## config.mk

```make
export PLATFORM = sky130hd
export DESIGN_NAME = mii_repeater_ctrl
export DESIGN_NICKNAME = d
export VERILOG_FILES = /design/src/rtl/mii_repeater_ctrl_pkg.sv /design/src/rtl/mii_port_encoder.sv /design/src/rtl/mii_repeater_ctrl.sv
export SDC_FILE = /design/constraint.sdc
export NUM_CORES = 1
export LEC_CHECK = 0
export ABC_CLOCK_PERIOD_IN_PS = 8800
export CAP_MARGIN = 25
export CORE_UTILIZATION = 50
export CTS_CLUSTER_DIAMETER = 120
export DETAILED_ROUTE_END_ITERATION = 16
export DONT_BUFFER_PORTS = 1
export HOLD_SLACK_MARGIN = 0.12
export RECOVER_POWER = 25
export SLEW_MARGIN = 5
export SYNTH_ARGS = -nofsm -noshare
export SYNTH_HDL_FRONTEND = slang
export SYNTH_HIERARCHICAL = 1
export SYNTH_SLANG_ARGS = --single-unit
```

## constraint.sdc

```tcl
create_clock -name clk -period 8.8 [get_ports clk]
set_clock_uncertainty 0.1 [all_clocks]
set_input_delay 0.88 -clock clk [delete_from_list [all_inputs] [get_ports clk]]
set_output_delay 0.88 -clock clk [all_outputs]
set_load 0.1 [all_outputs]
```

## src/rtl/mii_repeater_ctrl_pkg.sv

```systemverilog
// Shared definitions for the MII repeater control slice: MII nibble width,
// repeater FSM state encodings and the jam pattern driven during collisions.
package mii_repeater_ctrl_pkg;

    localparam int MII_NIBBLE_W = 4;

    typedef enum logic [1:0] {
        ST_IDLE   = 2'd0,
        ST_ACTIVE = 2'd1,
        ST_JAM    = 2'd2,
        ST_JABBER = 2'd3
    } rep_state_t;

    localparam logic [MII_NIBBLE_W-1:0] JAM_NIBBLE = 4'h5;

endpackage

```

## src/rtl/mii_port_encoder.sv

```systemverilog
// Classifies a per-port activity vector: none set, exactly one set, or several,
// plus the index of the lowest set bit (meaningful when exactly one is set).
module mii_port_encoder #(
    parameter int N = 4
) (
    input  logic [N-1:0]         vec,
    output logic                 none,
    output logic                 one,
    output logic                 many,
    output logic [$clog2(N)-1:0] idx
);

    localparam int IW = $clog2(N);

    // A vector with a single bit set has no bits left after clearing its lowest one.
    always_comb begin
        none = (vec == '0);
        one  = !none && ((vec & (vec - N'(1))) == '0);
        many = !none && !one;
    end

    // Scan from the top so the lowest set bit wins.
    always_comb begin
        idx = '0;
        for (int i = N - 1; i >= 0; i--) begin
            if (vec[i]) idx = IW'(i);
        end
    end

endmodule

```

## src/rtl/mii_repeater_ctrl.sv

```systemverilog
// MII repeater core: arbitrates one receiving port and repeats its nibbles to
// all other ports, jams all ports on collision, and cuts off jabbering ports.
// All decisions are taken on ce ticks; outputs are registered and hold between ticks.
//
//   state     | meaning
//   ----------+---------------------------------------------------------------
//   ST_IDLE   | no carrier; waiting for one or more rx_dv
//   ST_ACTIVE | single source src repeated to every other port
//   ST_JAM    | collision; jam pattern on all ports for at least MIN_JAM ticks
//   ST_JABBER | activity too long; all transmitters off until every rx_dv drops
module mii_repeater_ctrl
    import mii_repeater_ctrl_pkg::*;
#(
    parameter int PORTS        = 4,
    parameter int MIN_JAM      = 16,
    parameter int JABBER_LIMIT = 40000
) (
    input  logic                 clk,
    input  logic                 rst_n,
    input  logic                 ce,
    input  logic [PORTS-1:0]     rx_dv,
    input  logic [PORTS-1:0]     rx_er,
    input  logic [4*PORTS-1:0]   rxd,
    output logic [PORTS-1:0]     tx_en,
    output logic [PORTS-1:0]     tx_er,
    output logic [4*PORTS-1:0]   txd,
    output logic                 col,
    output logic [PORTS-1:0]     jabber
);

    localparam int SRC_W = $clog2(PORTS);
    localparam int ACT_W = $clog2(JABBER_LIMIT + 1);
    localparam int JAM_W = $clog2(MIN_JAM + 1);
    localparam logic [ACT_W-1:0] ACT_MAX = ACT_W'(JABBER_LIMIT);
    localparam logic [JAM_W-1:0] JAM_MAX = JAM_W'(MIN_JAM);

    rep_state_t         state_q, state_nx;
    logic [SRC_W-1:0]   src_q, src_nx;
    logic [ACT_W-1:0]   act_q, act_nx, act_inc;
    logic [JAM_W-1:0]   jam_q, jam_nx, jam_inc;
    logic [PORTS-1:0]   jabber_nx;
    logic [PORTS-1:0]   src_mask;
    logic [PORTS-1:0]   tx_en_nx, tx_er_nx;
    logic [4*PORTS-1:0] txd_nx;
    logic               col_nx;
    logic [3:0]         src_nibble;

    logic               dv_none, dv_one, dv_many;
    logic [SRC_W-1:0]   dv_idx;

    mii_port_encoder #(.N(PORTS)) u_enc (
        .vec  (rx_dv),
        .none (dv_none),
        .one  (dv_one),
        .many (dv_many),
        .idx  (dv_idx)
    );

    // Next state, source and counters; the tick being evaluated already counts
    // towards the activity and jam lengths, so limits compare the incremented value.
    always_comb begin
        state_nx  = state_q;
        src_nx    = src_q;
        act_nx    = act_q;
        jam_nx    = jam_q;
        jabber_nx = jabber;
        src_mask  = PORTS'(1) << src_q;
        act_inc   = (act_q >= ACT_MAX) ? ACT_MAX : act_q + ACT_W'(1);
        jam_inc   = (jam_q >= JAM_MAX) ? JAM_MAX : jam_q + JAM_W'(1);

        unique case (state_q)
            ST_IDLE: begin
                act_nx = '0;
                jam_nx = '0;
                if (dv_one) begin
                    state_nx = ST_ACTIVE;
                    src_nx   = dv_idx;
                    act_nx   = ACT_W'(1);
                end else if (dv_many) begin
                    state_nx = ST_JAM;
                    act_nx   = ACT_W'(1);
                end
            end
            ST_ACTIVE: begin
                if (!rx_dv[src_q]) begin
                    state_nx = ST_IDLE;
                    act_nx   = '0;
                end else begin
                    act_nx = act_inc;
                    if (act_inc >= ACT_MAX) begin
                        state_nx  = ST_JABBER;
                        jabber_nx = jabber | src_mask;
                    end else if ((rx_dv & ~src_mask) != '0) begin
                        state_nx = ST_JAM;
                        jam_nx   = '0;
                    end
                end
            end
            ST_JAM: begin
                if (dv_none && jam_inc >= JAM_MAX) begin
                    state_nx = ST_IDLE;
                    act_nx   = '0;
                    jam_nx   = '0;
                end else begin
                    act_nx = act_inc;
                    jam_nx = jam_inc;
                    if (act_inc >= ACT_MAX) begin
                        state_nx  = ST_JABBER;
                        jabber_nx = jabber | rx_dv;
                    end
                end
            end
            ST_JABBER: begin
                if (dv_none) begin
                    state_nx  = ST_IDLE;
                    act_nx    = '0;
                    jam_nx    = '0;
                    jabber_nx = '0;
                end
            end
            default: state_nx = ST_IDLE;
        endcase
    end

    // Output values for the state being entered, so they appear one clk after the tick.
    always_comb begin
        tx_en_nx   = '0;
        tx_er_nx   = '0;
        txd_nx     = '0;
        col_nx     = 1'b0;
        src_nibble = rxd[{src_nx, 2'b00} +: 4];
        unique case (state_nx)
            ST_ACTIVE: begin
                for (int p = 0; p < PORTS; p++) begin
                    if (SRC_W'(p) != src_nx) begin
                        tx_en_nx[p]       = 1'b1;
                        tx_er_nx[p]       = rx_er[src_nx];
                        txd_nx[4*p +: 4]  = src_nibble;
                    end
                end
            end
            ST_JAM: begin
                tx_en_nx = '1;
                col_nx   = 1'b1;
                for (int p = 0; p < PORTS; p++) begin
                    txd_nx[4*p +: 4] = JAM_NIBBLE;
                end
            end
            default: ;
        endcase
    end

    // State, counters and outputs advance only on ce; reset wins regardless of ce.
    always_ff @(posedge clk) begin
        if (!rst_n) begin
            state_q <= ST_IDLE;
            src_q   <= '0;
            act_q   <= '0;
            jam_q   <= '0;
            tx_en   <= '0;
            tx_er   <= '0;
            txd     <= '0;
            col     <= 1'b0;
            jabber  <= '0;
        end else if (ce) begin
            state_q <= state_nx;
            src_q   <= src_nx;
            act_q   <= act_nx;
            jam_q   <= jam_nx;
            tx_en   <= tx_en_nx;
            tx_er   <= tx_er_nx;
            txd     <= txd_nx;
            col     <= col_nx;
            jabber  <= jabber_nx;
        end
    end

endmodule
```

==> impl_metrics.py <==
metrics = {
    "timing": {
        "fmax_ghz": 0.229,
        "slew_headroom_pct": 33.2,
        "rsz0062_at_grt": "no",
        "whs_ns": 0.407,
        "setup_tns_ns": 0,
        "slew_viol_final": 0,
        "setup_violations": 0,
        "post-route-period-util_pct": 49.7,
        "hold_viol": 0,
        "worst_pin_slew_ns": 1.00,
        "layout_setup_ws_ns": 4.43,
        "layout_min_cycle_time_ns": 4.37,
    },
    "placement": {
        "dp_hpwl_mm": 5.59,
        "io_buffers": 0,
        "dpl_worst_slack_ns": 4.49,
        "gp_congestion": 0.842,
        "dp.cells": 471,
    },
    "grt": {
        "grt_use_total_pct": 25.1,
        "grt_pass1_wl_mm": 13.1,
        "grt_pass1_vias": 2763,
        "grt_start_max_net_pins": 38,
        "overflow": 0,
        "antenna_found_initial": 0,
    },
    "cells_and_area": {
        "layout.nets": 436,
        "drive_gt1_share_pct": 6.44,
        "final_cells": 479,
        "diodes": 0,
        "syn_to_final_growth_pct": 3.64,
    },
    "pwr": {
        "p_per_area_nw_per_um2": 166,
        "ir_worst_vdd_v": 0.000137,
        "leakage_nw": 1.11,
    },
    "setup_path": {
        "r2r_end": "txd[8]",
        "r2r_slack_ns": 4.43,
        "r2r_cells": 13,
        "endpoint_kind": "flop",
        "critPathLaunchType": "flop",
        "reg2reg_from": "act_q[0]",
        "cp.required_ns": 8.96,
        "worst-setup-path-type": "reg -> reg",
        "arrival_ns": 4.53,
        "cp_max_fo": 10,
    },
    "yosys": {
        "syn_inst": 416,
        "netlist_area_um2": 3240,
        "synth_cell_types": 61,
        "synth_seq_area_share_pct": 33.4,
        "ys_ff_latch": 54,
        "postSynthAreaPerCell_um2": 7.78,
        "synth_nets": 449,
        "synth_edf_count": 0,
        "synth_flop_cell": "dfxtp_1",
        "ys_warn_count": 6,
        "synthArstFlopShare_pct": 0,
    },
    "drt": {
        "met3_length_um": 561,
        "wl_met1_mm": 3.82,
        "top_layer": "met4",
        "ant_nets": 0,
        "wl_per_cell_um": 16.8,
        "drt-vias-per-instance": 6.24,
        "drt_iter0_drc": 201,
        "vias": 2991,
        "drtPass1Iterations": 4,
        "totalWireLength_mm": 8.05,
        "wl_met2_mm": 3.64,
        "route.detailed.drc": 0,
    },
    "clock_tree": {
        "insertion_delay_ns": 0.32,
        "cts_tree": "yes",
        "cts.clk_slew.worst_paths_ns": 0.11,
        "postCtsSetupBuffers": 0,
        "cts_buffers": 5,
        "ctsHoldBuffers": 0,
        "cts_root_buf": "clkbuf_8",
        "cts_resized": 0,
        "numClockSinks": 54,
        "cts.path.max_buffers": 2,
        "htreeDepth": 2,
    },
    "die": {
        "num_rows": 28,
        "boundaryPins": 56,
        "die_h_um": 82.4,
        "core_um2": 6100,
        "dieArea_um2": 6800,
        "initial_core_util_pct": 53.1,
        "die_width_um": 82.4,
    },
    "hold_path": {
        "hp-class": "reg -> reg",
        "hold_depth": 2,
        "hold_path_end": "jam_q[1]",
        "min_from": "jam_q[1]",
    },
    "run_status": {
        "status": "complete, no violations",
    },
    "job": {
        "cap_viol_max_count": 0,
    },
}
-- cell type report --
cell class                 count  area (µm²)
clock buffer                   5        68.8
clock inverter                 3        28.8
fill                         583        2740
inverter                      23        86.3
multi-input combinational    315        1960
sequential                    54        1080
tap                           75        93.8
timing repair buffer           4        30.0
-- stage by stage --
| stage | power (mW) | utilization (%) | instance area (µm²) |
|---|---|---|---|
| floorplan | 0.395 | - | 3240 |
| global placement | 0.413 | 53.4 | 3260 |
| detailed placement | 0.413 | 53.4 | 3260 |
| CTS | 0.562 | 55.0 | 3350 |
| global route | 0.584 | 55.0 | 3350 |
| finish | 0.558 | 55.0 | 3350 |
-- power by group --
group          total [mW]  internal [mW]  switching, mW  leakage [nW]
Combinational      0.0896         0.0351         0.0544         0.623
Sequential          0.318          0.254         0.0644         0.437
Clock               0.150         0.0592         0.0904        0.0502
Total               0.558          0.348          0.209          1.11
-- how the worst max path moves through the flow --
stage | start | to
after global routing | act_q[1] | txd[8]
after CTS | act_q[0] | txd[8]
after detailed placement | act_q[0] | txd[8]
after floorplan | rx_dv[3] | txd[8]
final | act_q[0] | txd[8]
after global placement | act_q[1] | txd[8]
-- cells in the final DEF (no fill, tap or decap), drive strengths merged, types with 4 or more instances in the layout --
cell type,instances
a2bb2oi,4
clkbuf,5
a22oi,5
o211ai,5
nand4,6
nand2,51
ha,6
a31oi,9
nor3,16
inv,23
a21oi,40
nand3,11
buf,4
a21o,5
mux2i,8
o21ai,29
a311oi,4
nor2,29
nor4b,4
a211oi,5
o21a,5
or4,4
and2,6
nor4,6
dfxtp,54
or3,9
o22ai,7
-- layer usage --
layer	GRT usage, %	up-vias
met5	0	-
met2	41.6	85
met4	5.61	0
met3	6.70	3
li1	-	1519
met1	32.4	1384
-- worst max-delay path, stage by stage (launching register included) --
cell and delay [ns]:
dfxtp_1 0.41, ha_1 0.30, nand4_2 0.23, or4_1 0.51, a311oi_1 0.43, a2111oi_1 0.13
o31ai_2 0.37, and2_1 0.19, ha_1 0.25, nor3b_2 0.49, a21boi_0 0.38, nor2_1 0.10
or3_1 0.31, a21oi_1 0.12
-- flip-flops by register name, indices dropped and copies added, names as in the netlist --
signal,cells
tx_en,4
jabber,4
state_q,2
act_q,16
txd,16
tx_er,4
col,1
src_q,2
jam_q,5
-- cell usage after synthesis, types with 5 or more instances --
cell type	n	area share, %
clkbuf_1	20	2.3
a211oi_1	5	1.2
a22oi_1	5	1.2
o211ai_1	5	1.2
ha_1	6	2.3
o22ai_1	7	1.4
o21ai_0	24	3.7
nor4_1	5	0.97
nand3_1	11	1.7
o21a_1	5	1.2
and2_1	5	0.97
a21o_1	5	1.2
mux2i_1	8	2.5
or3_1	9	1.7
a31oi_1	9	1.7
inv_1	22	2.6
nand2_1	51	5.9
dfxtp_1	54	33
nor3_1	16	2.5
a21oi_1	40	6.2
nor2_1	29	3.4
-- cells by family (layout without fill, tap and decap cells) --
logic type      Yosys count  count (layout)  synth area share (%)
flops                    54              54                  33.4
fa+ha+maj                 6               6                  2.32
buf+inv                  47              35                  5.88
simple gates            157             157                  25.6
xor+xnor                  1               1                 0.271
mux                      12              12                  4.21
compound gates          139             139                  28.3
(Power assumes the default switching activity.)
